### config.mk
export PLATFORM = sky130hd
export DESIGN_NAME = matrix_res_stream
export DESIGN_NICKNAME = d
export VERILOG_FILES = /design/src/rtl/matrix_res_stream.sv
export SDC_FILE = /design/constraint.sdc
export NUM_CORES = 1
export LEC_CHECK = 0
export BUFFER_PORTS_ARGS = -buffer_cell sky130_fd_sc_hd__buf_2
export CAP_MARGIN = 5
export CORE_MARGIN = 10
export CORE_UTILIZATION = 52
export DETAILED_ROUTE_END_ITERATION = 12
export PLACE_DENSITY_LB_ADDON = 0.3
export SLEW_MARGIN = 20
export SYNTH_ARGS = -nofsm -noshare
export SYNTH_HDL_FRONTEND = slang
export SYNTH_SLANG_ARGS = --single-unit
### constraint.sdc
create_clock -name clk -period 9.85 [get_ports clk]
set_input_delay 2.955 -clock clk [delete_from_list [all_inputs] [get_ports clk]]
set_output_delay 2.955 -clock clk [all_outputs]
set_load 0.01 [all_outputs]
### src/rtl/matrix_res_stream.sv
// -----------------------------------------------------------------------------
// matrix_res_stream
//
// Captures a HEIGHT_A x WIDTH_B product matrix in one cycle and streams its
// elements out one per accepted transfer, in row-major order, with a
// valid/ready handshake. Every output is a register.
//
// Ports
//   clk          rising-edge clock
//   reset        synchronous active-high reset
//   i_array_res  product matrix, element [r][c] is 2*BITS bits
//   i_load       capture request, honoured only while idle
//   i_ready      downstream accepts o_data this cycle
//   o_data       current element, raw two's-complement bits
//   o_valid      o_data holds a valid element
//   o_last       current element is [HEIGHT_A-1][WIDTH_B-1]
//   o_row/o_col  indices of the current element (0 while idle)
//   o_busy       high whenever a frame is in progress
// -----------------------------------------------------------------------------
module matrix_res_stream #(
    parameter  int BITS     = 8,
    parameter  int HEIGHT_A = 2,
    parameter  int WIDTH_B  = 3,
    localparam int DW       = 2 * BITS,
    localparam int RW       = (HEIGHT_A > 1) ? $clog2(HEIGHT_A) : 1,
    localparam int CW       = (WIDTH_B > 1) ? $clog2(WIDTH_B) : 1
) (
    input  logic                                   clk,
    input  logic                                   reset,
    input  logic [HEIGHT_A-1:0][WIDTH_B-1:0][DW-1:0] i_array_res,
    input  logic                                   i_load,
    input  logic                                   i_ready,
    output logic [DW-1:0]                          o_data,
    output logic                                   o_valid,
    output logic                                   o_last,
    output logic [RW-1:0]                          o_row,
    output logic [CW-1:0]                          o_col,
    output logic                                   o_busy
);

    localparam logic [0:0] ST_IDLE = 1'b0;
    localparam logic [0:0] ST_SEND = 1'b1;

    localparam logic [RW-1:0] ROW_LAST = RW'(HEIGHT_A - 1);
    localparam logic [CW-1:0] COL_LAST = CW'(WIDTH_B - 1);

    logic [0:0]    state_q, state_d;
    logic [RW-1:0] row_q, row_d;
    logic [CW-1:0] col_q, col_d;
    logic [DW-1:0] data_q, data_d;
    logic          valid_q, valid_d;
    logic          last_q, last_d;
    logic          busy_q, busy_d;
    logic          load_buf;

    logic [HEIGHT_A-1:0][WIDTH_B-1:0][DW-1:0] buf_q;

    // Outputs are registered, so the next-state logic also computes the next
    // output values: o_data is looked up from the *next* indices.
    always_comb begin
        // NOTE: every signal gets a default first so no path leaves it
        // unassigned, which would otherwise infer a latch.
        state_d  = state_q;
        row_d    = row_q;
        col_d    = col_q;
        data_d   = data_q;
        valid_d  = valid_q;
        last_d   = last_q;
        busy_d   = busy_q;
        load_buf = 1'b0;

        case (state_q)
            ST_IDLE: begin
                if (i_load) begin
                    state_d  = ST_SEND;
                    row_d    = '0;
                    col_d    = '0;
                    // Buffer is written at this same edge, so take element
                    // [0][0] straight from the input.
                    data_d   = i_array_res[0][0];
                    valid_d  = 1'b1;
                    busy_d   = 1'b1;
                    last_d   = (HEIGHT_A == 1) && (WIDTH_B == 1);
                    load_buf = 1'b1;
                end
            end
            ST_SEND: begin
                // i_load is deliberately not looked at here.
                if (i_ready) begin
                    if (last_q) begin
                        state_d = ST_IDLE;
                        row_d   = '0;
                        col_d   = '0;
                        data_d  = '0;
                        valid_d = 1'b0;
                        last_d  = 1'b0;
                        busy_d  = 1'b0;
                    end else begin
                        if (col_q == COL_LAST) begin
                            col_d = '0;
                            row_d = row_q + RW'(1);
                        end else begin
                            col_d = col_q + CW'(1);
                        end
                        data_d = buf_q[row_d][col_d];
                        last_d = (row_d == ROW_LAST) && (col_d == COL_LAST);
                    end
                end
            end
            default: begin
                state_d = ST_IDLE;
            end
        endcase
    end

    // NOTE: sequential state uses non-blocking assignments so every register
    // samples the values from before the edge, independent of block order.
    always_ff @(posedge clk) begin
        if (reset) begin
            state_q <= ST_IDLE;
            row_q   <= '0;
            col_q   <= '0;
            data_q  <= '0;
            valid_q <= 1'b0;
            last_q  <= 1'b0;
            busy_q  <= 1'b0;
        end else begin
            state_q <= state_d;
            row_q   <= row_d;
            col_q   <= col_d;
            data_q  <= data_d;
            valid_q <= valid_d;
            last_q  <= last_d;
            busy_q  <= busy_d;
        end
    end

    // NOTE: the frame buffer has no reset; its contents are only read after a
    // fresh capture, so clearing it would add logic for no behavioural gain.
    always_ff @(posedge clk) begin
        if (load_buf && !reset) begin
            buf_q <= i_array_res;
        end
    end

    assign o_data  = data_q;
    assign o_valid = valid_q;
    assign o_last  = last_q;
    assign o_row   = row_q;
    assign o_col   = col_q;
    assign o_busy  = busy_q;

endmodule

---- Yosys cells after proc, flatten, opt, wreduce, memory -nomap -nowiden ----
Cells that the tools add are included.
cells by class
  add/sub/neg operators ................... 2
  magnitude comparators ................... 2
  equality and inequality tests ........... 5
  mux-type cells .......................... 36
  bitwise gates (word level) .............. 1
  reductions and logical operators ........ 5
operators by type and width
  cell                 count
  $mux 48              2
  $mux 16              4
  $bmux 16 s2          1
  $pmux 16 s2          1
  $mux 1               16
  $mux 2               7
  $pmux 1 s2           4
  $eq 2x2->1 const B   2
  $ne 2x2->1 const B   2
  $pmux 2 s2           1
  $lt 2x3->1 const B   1
  $reduce_and 3->1     1
  $add 2x1->2 const B  1
  $logic_and 1x1->1    2
  $lt 1x2->1 const B   1
  $ne 2x1->1 const B   1
  $reduce_and 2->1     1
  $add 1x1->1 const B  1
  $logic_not 1->1      1
  $not 1->1            1
storage, ports and cells
  flip-flop bits (word level) ............. 118
  bits of input ports ..................... 100
  output and inout bits ................... 22
  word-level logic and storage cells ...... 63

---- Longest topological paths before layout ----
Gate-level depths: netlist (run 1).
  depth in word-level cells ............... 12
  depth in mapped cells ................... 7
  depth with buffers taken out ............ 4

---- Least setup slack after synthesis (run 1) ----
No wires, ideal clock.
  path kind ............................... input -> register
  from .................................... input i_load
  to ...................................... register buf_q[0] (netlist bit), enable pin
  library setup time ...................... 0.564 ns
  data arrival time ....................... 7.815 ns
  required time ........................... 9.286 ns
  slack ................................... 1.471 ns
  stages on the path ...................... 4
  buffers on the path ..................... 2
  cells stage by stage .................... nor2b_1 buf_2 buf_1 nor2b_1
between the ends
  word-level cells in the longest chain between the ends .. 3
ends and longest elaborated chain
  element                 line  source
  start: declaration      31    input logic i_load,
  $mux 1                  74    if (i_load) begin
  $mux 1                  72    case (state_q)
  $logic_and 1x1->1       141   if (load_buf && !reset) begin
  end signal: assignment  142   buf_q <= i_array_res;
  end: declaration        56    logic [HEIGHT_A-1:0][WIDTH_B-1:0][DW-1:0] buf_q;
No other way between the ends.
A chain may end at the register's enable or synchronous reset.

---- Worst setup path after layout (run 1) ----
  from .................................... register col_q[1], in the netlist o_col[1]
  to ...................................... output o_col[1]
RTL lines
  element                   line  source
  start: declaration        49    logic [CW-1:0] col_q, col_d;
  start signal: assignment  130   col_q <= col_d;
  end: declaration          37    output logic [CW-1:0] o_col,
No word-level cell between the ends.

==> flow_summary.toml, run 1 <==
[placed_design]
numPortBuffers = 121
preCtsSetupSlack_ps = 4270
place_hpwl_mm = 7.17
place_area_sq_mm = 0.00531
dp.cells = 524
gp_congestion = 0.881

[setup_path]
start_kind = "flip-flop"
cp_data_required_time_ps = 6900
rr_worst_depth = 4
crit_arrival_ps = 1580
cp.depth = 1
slowest_delay_ps = 820
path_buf_inv = 1
crit_family = "flip-flops"
critPathMaxFanout = 22
cpMaxStageDelayCell = "dfxtp_1"
worstSetupPathType = "flip-flop to output port"
endpoint_kind = "output port"
crit_chain = "buf_2"

[final_layout]
fillers = 620
layout-drive-gt1-share = 0.383
diodes = 0
final_area_sq_mm = 0.00589
area_delta_synth_final_pct = 26.1
fin_cells = 557
nets = 536
multi_input_area_sq_mm = 0.00121
register_area_sq_mm = 0.00332

[floorplan]
initial_core_util = 0.536
die_y_microns = 115
die_x_microns = 115
dieArea_sq_mm = 0.0132
io_pins = 122
rows = 34
core-area_sq_mm = 0.00872

[timing]
clock_skew_ps = 7.40
max_freq_ghz = 0.221
min_period_ps = 4530
slew_viol_final = 0
rsz0062_at_grt = "no"
tns_ps = 0
tightest_slew_ps = 769
period_share = 0.460
finalHoldViolations = 0
layout_setup_ws_ps = 5320
relSlewSlack = 0.487
setup_viol = 0

[clock_tree]
worstSkewPairLatency_ps = 500
post-cts-setup-buffers = 0
clk_pin_slew_ps = 50
cts_tree = "done"
cts-resized-gates = 0
clock-sinks = 118
cts.hold.buffers_added = 0
numCtsBuffers = 17
root_buffer = "clkbuf_8"
ctsHtreeMaxLevel = 4
cts_buffer_depth = 2

[power_and_ir_drop]
p_leak_nw = 2.28
ir_drop_v = 0.000116
powerDensity_mw_per_mm2 = 207
finalPower_mw = 1.22

[run]
maxCapViolations = 0

[grt]
grt_util_met1 = 0.193
grt_usage = 0.155
use_met3 = 0.0578
use_met2 = 0.250
grt_overflow_total = 0
antenna_found_initial = 0
busiest_layer = "met2"
grt_pass1_wl_mm = 16.0
grt_pass1_vias = 3197
grt_max_degree = 55

[drt]
drt_iter0_drc = 208
drc = 0
viasPerCell = 5.34
drt-pass1-iter-count = 5
wl_per_cell_microns = 18.5
wirelength_mm = 10.3
ant_nets = 0
vias = 2974

[yosys]
ys_warn_count = 0
synth.cell_area_sq_mm = 0.00467
yosysSeqAreaShare = 0.711
synth-simple-area-share = 0.0814
synth_fa_ha_area_frac = 0
synth-seq-cells = 118
synth_area_per_cell_sq_um = 15.1
synthesis.nets = 410
syn_inst = 310
ys_types = 27
synth_mux_area_frac = 0.0686
synth-xor-area-share = 0.0118
synth_compound_area_frac = 0.0951
synth_top_family_by_area = "compound AO/OA/AOI/OAI gates"

[min_path]
hold_path_class = "flip-flop to flip-flop"
min_path_cells = 2

[status]
status = "completed"
[report_power, final]
| group | internal, mW | leakage, nW | switching, mW |
|---|---|---|---|
| clock | 0.357 | 0.257 | 0.210 |
| combinational | 0.0346 | 0.956 | 0.0423 |
| sequential | 0.564 | 1.07 | 0.00893 |
| total | 0.956 | 2.28 | 0.261 |
[worst paths after layout]
| kind | start | endpoint | slack [ps] |
|---|---|---|---|
| min reg2reg | o_busy | o_busy | 550 |
| max reg2reg | state_q | buf_q[16] | 7620 |
| max | o_col[1] | o_col[1] | 5320 |
| min | o_busy | o_busy | 550 |
[layout by cell type, fill, tap and decap left out, types with 3 or more instances in the layout]
cell	Yosys	layout
buf_4	3	5
nor2_1	6	6
o22ai_1	6	6
nand2_1	50	50
dfxtp_1	22	21
clkinv_2	0	3
edfxtp_1	96	96
a22oi_1	33	33
o22ai_2	10	10
clkinvlp_4	0	5
mux2i_1	32	32
and3_1	16	16
a21oi_1	4	4
buf_2	4	121
clkbuf_16	0	16
[metrics by stage]
stage | hold slack (ps) | utilization
after global routing | 579 | 0.675
after floorplan | 521 | -
after CTS | 552 | 0.673
after detailed placement | 541 | 0.609
after global placement | 530 | 0.609
final | 549 | 0.675
[worst register-to-register path, delay by kind of cell, from the launching register on]
kind | cells | cell delay [ps]
buf+inv | 2 | 860
simple gates | 2 | 610
flops | 1 | 360
[sequential cells by signal, indices dropped and copies added (netlist names)]
| register | flops |
|---|---|
| buf_q | 96 |
| o_data | 16 |
| o_col | 2 |
| o_busy | 1 |
| o_last | 1 |
| o_row | 1 |
| state_q | 1 |
[cell families (layout without fill, tap and decap cells)]
family / after synthesis / after routing
compound gates: 55 / 55
xor+xnor: 2 / 2
buf+inv: 21 / 160
flops: 118 / 118
mux: 32 / 32
simple gates: 82 / 82
[layer usage]
layer | up-vias | wire [microns]
met4 | 0 | 72
met2 | 107 | 5190
met1 | 1420 | 4310
li1 | 1439 | -
met3 | 8 | 710
met5 | - | 0
[cell usage after synthesis (all sizes together)]
cell | count | area [sq um]
xnor2 | 1 | 27.5
dfxtp | 22 | 440
edfxtp | 96 | 2880
a22oi | 33 | 248
o21ai | 1 | 5.00
nand3b | 1 | 7.51
nand4b | 1 | 8.76
mux2i | 32 | 320
clkbuf | 4 | 15.0
o22ai | 16 | 163
xor2 | 1 | 27.5
a32oi | 1 | 8.76
nand2 | 50 | 188
and3 | 16 | 100
inv | 1 | 3.75
nand3 | 2 | 10.0
nor2 | 8 | 40.0
buf | 16 | 129
a21oi | 4 | 20.0
nor3b | 1 | 7.51
nor2b | 3 | 18.8
[area by class of cell]
type	instances	share of cell area
Clock buffer	19	0.0716
Clock inverter	13	0.0227
Inverter	1	0.000637
Multi-Input combinational cell	171	0.205
Sequential cell	118	0.564
Tap cell	108	0.0229
Timing Repair Buffer	127	0.113
Power figures use the tool's default switching activity.
==> inputs of run 2 (changes only) <==
--- a/config.mk
+++ b/config.mk
@@ -8,7 +8,7 @@
 export BUFFER_PORTS_ARGS = -buffer_cell sky130_fd_sc_hd__buf_2
 export CAP_MARGIN = 5
 export CORE_MARGIN = 10
-export CORE_UTILIZATION = 52
+export CORE_UTILIZATION = 47
 export DETAILED_ROUTE_END_ITERATION = 12
 export PLACE_DENSITY_LB_ADDON = 0.3
 export SLEW_MARGIN = 20
==> constraint.sdc (replaced) <==
create_clock -name clk -period 3.7 [get_ports clk]
set_input_delay 1.11 -clock clk [delete_from_list [all_inputs] [get_ports clk]]
set_output_delay 1.11 -clock clk [all_outputs]
set_load 0.01 [all_outputs]
==> flow_summary.toml, run 2 (synthesis results as in run 1) <==
[run]
maxCapViolations = 0

[timing]
min_period_ps = 2730
tns_ps = 0
layout_setup_ws_ps = 967
clock_skew_ps = 6.40
whs_ps = 555
relSlewSlack = 0.456
setup_viol = 0
slew_viol_final = 0
rsz0062_at_grt = "no"
max_freq_ghz = 0.366
period_share = 0.739
tightest_slew_ps = 815
finalHoldViolations = 0

[grt]
antenna_found_initial = 0
grt_usage = 0.152
grt_max_degree = 97
grt_overflow_total = 0
grt_pass1_wl_mm = 17.0
grt_pass1_vias = 3291

[setup_path]
start_kind = "flip-flop"
crit_chain = "buf_2"
r2r-start = "o_row"
crit_family = "flip-flops"
crit_arrival_ps = 1620
slowest_delay_ps = 850
r2r-end = "o_data[15]"
cpMaxStageDelayCell = "dfxtp_1"
critPathMaxFanout = 22
rr_worst_depth = 5
cp_data_required_time_ps = 2590
worstSetupPathType = "flip-flop to output port"
path_buf_inv = 1
reg2reg_slack_ps = 1490
endpoint_kind = "output port"

[floorplan]
rows = 36
core-area_sq_mm = 0.00973
io_pins = 122
initial_core_util = 0.480
die_y_microns = 120
die_x_microns = 120
dieArea_sq_mm = 0.0143

[final_layout]
final_common_cell = "buf_2"
area_delta_synth_final_pct = 26.9
final_cell_mix = "121 x buf_2, 96 x edfxtp_1, 50 x nand2_1"
top_register = "buf_q"
diodes = 0
final_util = 0.609
layout-drive-gt1-share = 0.378
final_area_sq_mm = 0.00593
nets = 534
largest_register_ffs = 96
fin_cells = 580

[power_and_ir_drop]
p_leak_nw = 2.29
finalPower_mw = 3.30
powerDensity_mw_per_mm2 = 558
ir_drop_v = 0.000328

[drt]
drt_iter0_drc = 177
vias = 2972
viasPerCell = 5.12
drt-pass1-iter-count = 5
wirelength_mm = 10.7
drc = 0
ant_nets = 0
wl_per_cell_microns = 18.5

[placed_design]
dp.cells = 548
preCtsSetupSlack_ps = 865
place_hpwl_mm = 7.47
gp_congestion = 0.754
place_area_sq_mm = 0.00535
numPortBuffers = 121

[clock_tree]
ctsHtreeMaxLevel = 4
cts_tree = "done"
post-cts-setup-buffers = 0
clk_pin_slew_ps = 50
root_buffer = "clkbuf_8"
numCtsBuffers = 17
worstSkewPairLatency_ps = 510
clock-sinks = 118
cts.hold.buffers_added = 0
cts-resized-gates = 0
cts_buffer_depth = 2

[min_path]
worstHoldStart = "o_data[1]"
hold_end = "o_data[1]"
hold_path_class = "flip-flop to flip-flop"
min_path_cells = 2

[status]
status = "completed"
[run 2: cell types whose count changed in the layout (fill, tap and decap cells not counted), moves of 2 or more]
cell,delta
clkbuf_1,+3
buf_4,-2
clkinv_4,-2
clkinvlp_4,-2
[run 2: layer usage]
metal  vias to the layer above  track usage  routed length (microns)
met5                         -            0                        0
met4                         0       0.0694                      140
met3                        10       0.0549                      716
met2                       111        0.242                     5390
met1                      1417        0.181                     4480
li1                       1434            -                        -
[run 2: worst max-delay path by stage]
stage                  start         to  slack, ps  cells after the start
detailed placement    i_load  buf_q[75]        870                      4
global placement      i_load  buf_q[25]        950                      4
global route        o_col[1]   o_col[1]        840                      1
floorplan             i_load   buf_q[0]         70                      4
CTS                 o_col[1]   o_col[1]        930                      1
finish              o_col[1]   o_col[1]        970                      1
[run 2: area by class of cell]
| cell class | count | area [sq um] |
|---|---|---|
| tap | 133 | 166 |
| multi-input combinational | 171 | 1210 |
| inverter | 1 | 3.75 |
| fill | 779 | 3800 |
| clock buffer | 23 | 447 |
| timing repair buffer | 125 | 648 |
| sequential | 118 | 3320 |
| clock inverter | 9 | 128 |
[run 2: power by group]
part	internal [mW]	switching, mW	leakage, nW	total [mW]
logic	0.0911	0.114	0.946	0.205
clock network	1.04	0.534	0.272	1.57
registers	1.50	0.0254	1.07	1.53
total	2.63	0.673	2.29	3.30
==> inputs of run 3 (changes only) <==
==> constraint.sdc (replaced) <==
create_clock -name clk -period 2.3 [get_ports clk]
set_input_delay 0.69 -clock clk [delete_from_list [all_inputs] [get_ports clk]]
set_output_delay 0.69 -clock clk [all_outputs]
set_load 0.01 [all_outputs]
==> flow_summary.toml, run 3 (synthesis results as in run 1) <==
[timing]
min_period_ps = 2150
period_share = 0.933
slew_viol_final = 0
clock_skew_ps = 4.83
layout_setup_ws_ps = 155
whs_ps = 349
setup_viol = 0
max_freq_ghz = 0.466
tightest_slew_ps = 915
finalHoldViolations = 0
rsz0062_at_grt = "no"
relSlewSlack = 0.390
tns_ps = 0

[clock_tree]
clock-sinks = 118
post-cts-setup-buffers = 0
numCtsBuffers = 17
cts_buffer_depth = 2
clk_pin_slew_ps = 50
ctsHtreeMaxLevel = 4
root_buffer = "clkbuf_8"
cts_tree = "done"
worstSkewPairLatency_ps = 510
cts-resized-gates = 0
cts.hold.buffers_added = 0

[drt]
viasPerCell = 5.18
ant_nets = 0
wirelength_mm = 11.2
wl_per_cell_microns = 19.2
drt_iter0_drc = 182
vias = 3031
drt-pass1-iter-count = 4
drc = 0

[power_and_ir_drop]
powerDensity_mw_per_mm2 = 947
p_leak_nw = 2.36
finalPower_mw = 5.73
ir_drop_v = 0.000474

[setup_path]
start_kind = "flip-flop"
cpMaxStageDelayCell = "dfxtp_2"
crit_arrival_ps = 1460
crit_chain = "buf_2"
endpoint_kind = "output port"
crit_family = "flip-flops"
path_buf_inv = 1
critPathMaxFanout = 14
worstSetupPathType = "flip-flop to output port"
cp_data_required_time_ps = 1610
slowest_delay_ps = 690

[final_layout]
area_delta_synth_final_pct = 29.7
multi_input_area_sq_mm = 0.00121
largest_register_ffs = 96
nets = 539
top_register = "buf_q"
layout-drive-gt1-share = 0.381
fillers = 766
final_cell_mix = "121 x buf_2, 96 x edfxtp_1, 50 x nand2_1"
diodes = 0
final_common_cell = "buf_2"
register_area_sq_mm = 0.00332
final_util = 0.623

[floorplan]
rows = 36
dieArea_sq_mm = 0.0143
die_x_microns = 120
initial_core_util = 0.480
io_pins = 122
core-area_sq_mm = 0.00973
die_y_microns = 120

[grt]
grt_pass1_wl_mm = 17.5
grt_pass1_vias = 3300
grt_overflow_total = 0
grt_usage = 0.158
antenna_found_initial = 0
grt_max_degree = 65

[placed_design]
preCtsSetupSlack_ps = 74.6
place_hpwl_mm = 7.82
numPortBuffers = 121
gp_congestion = 0.815

[run]
maxCapViolations = 0

[status]
status = "completed"

[min_path]
hold_path_class = "input port to flip-flop"
-- run 3: metrics by stage --
step                      cell area (sq um)  instances
after floorplan                        4690        310
after global placement                 5400        553
after detailed placement               5400        553
after CTS                              6060        585
after global routing                   6060        585
final                                  6060        585
-- run 3: path summary, 6_finish.rpt --
kind / startpoint / endpoint / slack (ps) / cells past startpoint
setup / recovery: o_row / o_row / 150 / 1
hold / removal: i_array_res[45] / buf_q[45] / 350 / 1
setup reg to reg: state_q / o_data[5] / 470 / 5
hold reg to reg: o_data[1] / o_data[1] / 560 / 2
-- run 3: where the power goes --
group	leakage, nW	internal (mW)	switching [mW]
Clock	0.319	2.07	0.864
Sequential	1.07	2.42	0.0350
Combinational	0.975	0.151	0.193
-- run 3: layout make-up --
class / instances / area share
clock buffers: 21 / 0.0709
clock inverters: 11 / 0.0376
inverters: 1 / 0.000620
multi-input cells: 171 / 0.199
flip-flops and latches: 118 / 0.549
well taps: 133 / 0.0275
repair buffers: 130 / 0.115
-- run 3: routing by layer --
layer | vias to the layer above | part of all wire | global-route usage
met1 | 1455 | 0.42 | 0.198
met3 | 7 | 0.068 | 0.0549
met2 | 126 | 0.50 | 0.248
met5 | - | 0 | 0
met4 | 0 | 0.0094 | 0.0551
li1 | 1443 | - | -
